===== config.mk =====
export PLATFORM = sky130hd
export DESIGN_NAME = spi_slave
export DESIGN_NICKNAME = d
export VERILOG_FILES = /design/src/rtl/spi_slave_pkg.sv /design/src/rtl/spi_slave_sync3.sv /design/src/rtl/spi_slave.sv
export SDC_FILE = /design/constraint.sdc
export NUM_CORES = 1
export LEC_CHECK = 0
export ABC_CLOCK_PERIOD_IN_PS = 2200
export CAP_MARGIN = 40
export CORE_MARGIN = 2
export CORE_UTILIZATION = 50
export DETAILED_ROUTE_END_ITERATION = 8
export PLACE_DENSITY = 0.73
export SYNTH_ARGS = -nofsm -noshare
export SYNTH_HDL_FRONTEND = slang
export SYNTH_SLANG_ARGS = --single-unit

===== constraint.sdc =====
create_clock -name clk -period 2.2 [get_ports clk]
set_clock_uncertainty 0.1 [all_clocks]
set_input_delay 0.44 -clock clk [delete_from_list [all_inputs] [get_ports clk]]
set_output_delay 0.44 -clock clk [all_outputs]
set_load 0.05 [all_outputs]

===== src/rtl/spi_slave_pkg.sv =====
// spi_slave_pkg: constants and state encoding shared by the SPI slave files.
//   BYTE_W            - bits per SPI transfer
//   CNT_W             - width of the in-byte bit counter
//   IDLE_BYTE_DEFAULT - byte sent when the CPU has nothing queued
//   state_t           - IDLE (deselected) / SHIFT (selected)
package spi_slave_pkg;

  localparam int BYTE_W = 8;
  localparam int CNT_W  = $clog2(BYTE_W);

  localparam logic [BYTE_W-1:0] IDLE_BYTE_DEFAULT = 8'hFF;

  typedef enum logic {
    IDLE  = 1'b0,
    SHIFT = 1'b1
  } state_t;

endpackage


===== src/rtl/spi_slave_sync3.sv =====
// sync3: three-flop synchronizer for one asynchronous bit.
//   clk, resetq - system clock, async active-low reset
//   d           - asynchronous input
//   q_mid       - second stage (newer sample, used for edge detection)
//   q           - third stage (synchronized value)
// RST_VAL sets the level all stages take during reset.
module sync3 #(
  parameter logic RST_VAL = 1'b0
) (
  input  logic clk,
  input  logic resetq,
  input  logic d,
  output logic q_mid,
  output logic q
);

  logic [2:0] stage;

  always_ff @(posedge clk or negedge resetq) begin
    if (!resetq) stage <= {3{RST_VAL}};
    else         stage <= {stage[1:0], d};
  end

  assign q_mid = stage[1];
  assign q     = stage[2];

endmodule


===== src/rtl/spi_slave.sv =====
// spi_slave: SPI mode-0 slave, oversampled on clk, with a one-byte transmit
// holding register and a one-byte receive register for a CPU.
//   clk, resetq          - system clock, async active-low reset
//   sck, mosi, cs_n      - SPI pins from master (asynchronous)
//   miso, miso_oe        - SPI data out and pad enable
//   wr, tx_data          - CPU loads the next byte to send
//   rd                   - CPU acknowledges rx_data
//   rx_data, rx_valid    - last received byte, unread flag
//   tx_full, busy        - holding register occupied, chip selected
//   overrun, irq         - sticky lost-byte flag, one-clk completion pulse
// Build option: SPI_SLAVE_OVERRUN_EN enables the overrun flag; otherwise
// overrun is tied low.
//
// state | meaning
// IDLE  | cs_n high, miso disabled
// SHIFT | cs_n low, shifting bytes on sck edges
module spi_slave
  import spi_slave_pkg::*;
#(
  parameter logic [BYTE_W-1:0] IDLE_BYTE = IDLE_BYTE_DEFAULT
) (
  input  logic              clk,
  input  logic              resetq,
  input  logic              sck,
  input  logic              mosi,
  input  logic              cs_n,
  output logic              miso,
  output logic              miso_oe,
  input  logic              wr,
  input  logic [BYTE_W-1:0] tx_data,
  input  logic              rd,
  output logic [BYTE_W-1:0] rx_data,
  output logic              rx_valid,
  output logic              tx_full,
  output logic              busy,
  output logic              overrun,
  output logic              irq
);

  logic sck_mid, sck_s, cs_mid, cs_s, mosi_s, mosi_unused;

  sync3 #(.RST_VAL(1'b0)) u_sync_sck  (.clk(clk), .resetq(resetq), .d(sck),  .q_mid(sck_mid),     .q(sck_s));
  sync3 #(.RST_VAL(1'b1)) u_sync_cs   (.clk(clk), .resetq(resetq), .d(cs_n), .q_mid(cs_mid),      .q(cs_s));
  sync3 #(.RST_VAL(1'b0)) u_sync_mosi (.clk(clk), .resetq(resetq), .d(mosi), .q_mid(mosi_unused), .q(mosi_s));

  logic sck_rise, sck_fall, cs_fall, cs_rise;
  assign sck_rise = sck_mid & ~sck_s;
  assign sck_fall = ~sck_mid & sck_s;
  assign cs_fall  = ~cs_mid & cs_s;
  assign cs_rise  = cs_mid & ~cs_s;

  state_t            state, state_n;
  logic [CNT_W-1:0]  bitcnt, bitcnt_n;
  logic [BYTE_W-1:0] tx_sr, tx_sr_n, rx_sr, rx_sr_n;
  logic [BYTE_W-1:0] tx_hold, tx_hold_n, rx_data_n;
  logic              rx_valid_n, tx_full_n, irq_n;
  logic              load, done;

  always_comb begin
    state_n    = state;
    bitcnt_n   = bitcnt;
    tx_sr_n    = tx_sr;
    rx_sr_n    = rx_sr;
    rx_data_n  = rx_data;
    rx_valid_n = rx_valid;
    tx_full_n  = tx_full;
    tx_hold_n  = tx_hold;
    irq_n      = 1'b0;
    load       = 1'b0;
    done       = 1'b0;

    case (state)
      IDLE: begin
        if (cs_fall) begin
          state_n  = SHIFT;
          bitcnt_n = '0;
          load     = 1'b1;
        end
      end
      SHIFT: begin
        if (cs_rise) begin
          state_n  = IDLE;
          bitcnt_n = '0;
          rx_sr_n  = '0;
        end else if (sck_rise) begin
          rx_sr_n  = {rx_sr[BYTE_W-2:0], mosi_s};
          bitcnt_n = bitcnt + 1'b1;
          done     = (bitcnt == CNT_W'(BYTE_W - 1));
        end else if (sck_fall) begin
          // bitcnt==0 on a fall means a byte just finished: queue the next one
          if (bitcnt != '0) tx_sr_n = {tx_sr[BYTE_W-2:0], 1'b0};
          else              load    = 1'b1;
        end
      end
      default: state_n = IDLE;
    endcase

    if (load) begin
      tx_sr_n   = tx_full ? tx_hold : IDLE_BYTE;
      tx_full_n = 1'b0;
    end

    // completion beats a coincident rd so the new byte is never lost
    if (done) begin
      rx_data_n  = {rx_sr[BYTE_W-2:0], mosi_s};
      rx_valid_n = 1'b1;
      irq_n      = 1'b1;
    end else if (rd) begin
      rx_valid_n = 1'b0;
    end

    // a write in the same clk as a load refills the holding register
    if (wr) begin
      tx_hold_n = tx_data;
      tx_full_n = 1'b1;
    end
  end

  always_ff @(posedge clk or negedge resetq) begin
    if (!resetq) begin
      state    <= IDLE;
      bitcnt   <= '0;
      tx_sr    <= '0;
      rx_sr    <= '0;
      tx_hold  <= '0;
      rx_data  <= '0;
      rx_valid <= 1'b0;
      tx_full  <= 1'b0;
      irq      <= 1'b0;
    end else begin
      state    <= state_n;
      bitcnt   <= bitcnt_n;
      tx_sr    <= tx_sr_n;
      rx_sr    <= rx_sr_n;
      tx_hold  <= tx_hold_n;
      rx_data  <= rx_data_n;
      rx_valid <= rx_valid_n;
      tx_full  <= tx_full_n;
      irq      <= irq_n;
    end
  end

`ifdef SPI_SLAVE_OVERRUN_EN
  logic overrun_q;
  always_ff @(posedge clk or negedge resetq) begin
    if (!resetq)              overrun_q <= 1'b0;
    else if (rd)              overrun_q <= 1'b0;
    else if (done & rx_valid) overrun_q <= 1'b1;
  end
  assign overrun = overrun_q;
`else
  assign overrun = 1'b0;
`endif

  assign miso    = tx_sr[BYTE_W-1];
  assign miso_oe = (state == SHIFT);
  assign busy    = ~cs_s;

endmodule


==> flow_metrics.tcl <==
set metrics [dict create \
    status "finished clean" \
    setup_viol 0 \
    stdcell_count 223 \
    fin_util_pct 63.6 \
    worst-path-buf-inv 2 \
    cp_data_arrival_time_ps 1570 \
    syn_area_mm2 0.00190 \
    fmaxAchievable_mhz 474 \
    drtIter0Drc 33 \
    tns_ps 0 \
    p_per_area_mw_per_mm2 828 \
    core_area_mm2 0.00366 \
    worst-path-stages 2 \
    tightest_slew_ps 567 \
    numCtsBuffers 5 \
    cp_max_fo 4 \
    timing.final.crit_share_pct 96.0 \
    die-area_mm2 0.00431 \
    die_h_um 65.7 \
    crit_chain "inv_1 -> clkdlybuf4s50_1" \
    ant_nets 0 \
    synth_seq_cells 47 \
    syn_avg_cell_area_um2 13.3 \
    dr_wl_met2_um 1650 \
    startpoint_type "flop" \
    clkSinkCount 47 \
    rsz0062_at_grt "no" \
    clock_path_buffers 2 \
    irDropWorstVdd_mv 0.736 \
    die-width_um 65.7 \
    antenna_found_initial 0 \
    wirelength_um 3070 \
    synth-main-ff-cell "dfrtp_1" \
    relSlewSlack_pct 62.2 \
    globalplace.congestion 0.751 \
    pin_count 30 \
    drt-pass1-iter-count 4 \
    postCtsResizedCells 0 \
    clkTransAtPathRegs_ps 80 \
    num_antenna_cells 0 \
    detail_route.wl_per_cell_um 13.8 \
    start_util_pct 51.9 \
    postCtsSetupBuffers 0 \
    ys_warn_count 0 \
    multiInputGateArea_um2 652 \
    vias 1162 \
    hp-class "input pin to asynchronous set/reset pin" \
    layout_commonest_cell "dfrtp_1" \
    synth_fp_nets 161 \
    r2r_cells 6 \
    synth_edf_count 0 \
    maxCapViolCount 0 \
    required_ps 1660 \
    drc 0 \
    grt_overflow_total 0 \
    cts_root_buf "clkbuf_8" \
    h-tree-depth 2 \
    highest_layer "met4" \
    via_per_inst 5.21 \
    ctsHoldBuffers 0 \
    wl_met3_um 110 \
    wl_met1_um 1280 \
    yosysSeqAreaShare_pct 62.0 \
    hold_viol 0 \
    synth_cell_types 34 \
    nets 192 \
    dp_hpwl_um 2200 \
    portBuffers 28 \
    slowest_stage "clkdlybuf4s50_1" \
    layout_common_cells "dfrtp_1 (44), clkdlybuf4s50_1 (26), nor3_1 (21)" \
    grt_usage_pct 17.1 \
    cts_tree "done" \
    seq_area_mm2 0.00118 \
    async_flop_share_pct 100 \
    placed_cells_incl_taps 215 \
    synthCells 143 \
    end_kind "output port" \
    crit_path_max_incr_delay_ps 690 \
    clk_latency_ps 300 \
    area_growth_pct 22.4 \
    rows 22 \
    drive_gt1_share_pct 21.1 \
    p_leak_nw 1.05 \
    grt_pass1_wl_um 5350 \
    drv_slew 0 \
    period_minus_slack_ps 2110 \
    grt_pass1_vias 1186 \
    critPathKind "flop to output port" \
    fillerInstances 296 \
    grt_max_degree 48 \
    cp_top_family "buffers and inverters" \
]
-- kinds of logic (layout without fill, tap and decap cells) --
group / count (synthesis) / in the layout / share of synthesized area [%]
adders and majority gates: 3 / 3 / 1.97
and+or+nand+nor: 46 / 46 / 14.2
buffers and inverters: 13 / 45 / 3.68
DFF: 47 / 47 / 62.0
other: 1 / 1 / 0.197
AOI/OAI and AO/OA: 17 / 17 / 6.84
muxes: 16 / 16 / 11.1
-- path summary, 6_finish.rpt --
path | end | startpoint | slack (ps)
max | busy | u_sync_cs.stage[2]$_DFF_PN1_ | 90
min | rx_sr[1]$_DFFE_PN0P_ | resetq | 120
max reg2reg | tx_sr[7]$_DFFE_PN0P_ | bitcnt[0]$_DFFE_PN0P_ | 410
min reg2reg | u_sync_sck.stage[1]$_DFF_PN0_ | u_sync_sck.stage[0]$_DFF_PN0_ | 250
max in group asynchronous | u_sync_cs.stage[2]$_DFF_PN1_ | resetq | 1490
min in group clk | u_sync_sck.stage[1]$_DFF_PN0_ | u_sync_sck.stage[0]$_DFF_PN0_ | 250
-- cells in the mapped netlist (all sizes together) (2+ instances only) --
cell type | n | area [um^2]
mux2 | 16 | 210
nor2 | 8 | 30.0
and2b | 2 | 16.3
nand2 | 4 | 31.3
nand4 | 2 | 12.5
clkbuf | 2 | 7.51
a22o | 8 | 70.1
inv | 6 | 22.5
o21ai | 3 | 18.8
buf | 5 | 40.0
nor2b | 2 | 12.5
a21oi | 2 | 10.0
dfstp | 3 | 78.8
dfrtp | 44 | 1100
nor3 | 21 | 105
ha | 3 | 37.5
-- state kept, by name (all words and copies together), names as in the netlist, 3 cells and up --
signal / cells
rx_data: 8
tx_hold: 8
tx_sr: 8
rx_sr: 7
bitcnt: 3
u_sync_cs.stage: 3
u_sync_mosi.stage: 3
u_sync_sck.stage: 3
-- metrics by stage --
step	power (mW)	worst slack (ps)	area, um^2	hold slack [ps]
finish	1.93	88.1	2330	118
global route	2.03	34.3	2330	155
CTS	1.95	72.4	2330	135
detailed placement	1.31	406	2210	236
global placement	1.29	416	2210	233
floorplan	1.21	404	1900	44.4
-- layer usage --
metal / global-route usage [%] / vias to the layer above
met5: 0 / -
met4: 9.38 / 0
met3: 4.62 / 4
met2: 28.3 / 24
met1: 20.0 / 568
li1: - / 566
-- final cells by class --
type	count	area share [%]
inverters	6	0.968
multi-input cells	83	28.0
well taps	48	2.58
repair buffers	31	12.7
clock buffers	6	3.55
flip-flops and latches	47	50.7
clock inverters	2	1.51
-- where the power goes --
group          total [mW]  internal [mW]  switching [mW]
clock               0.636          0.367           0.269
sequential           1.02          0.955          0.0612
combinational       0.273          0.124           0.150
total                1.93           1.45           0.480
(Power assumes the default switching activity.)
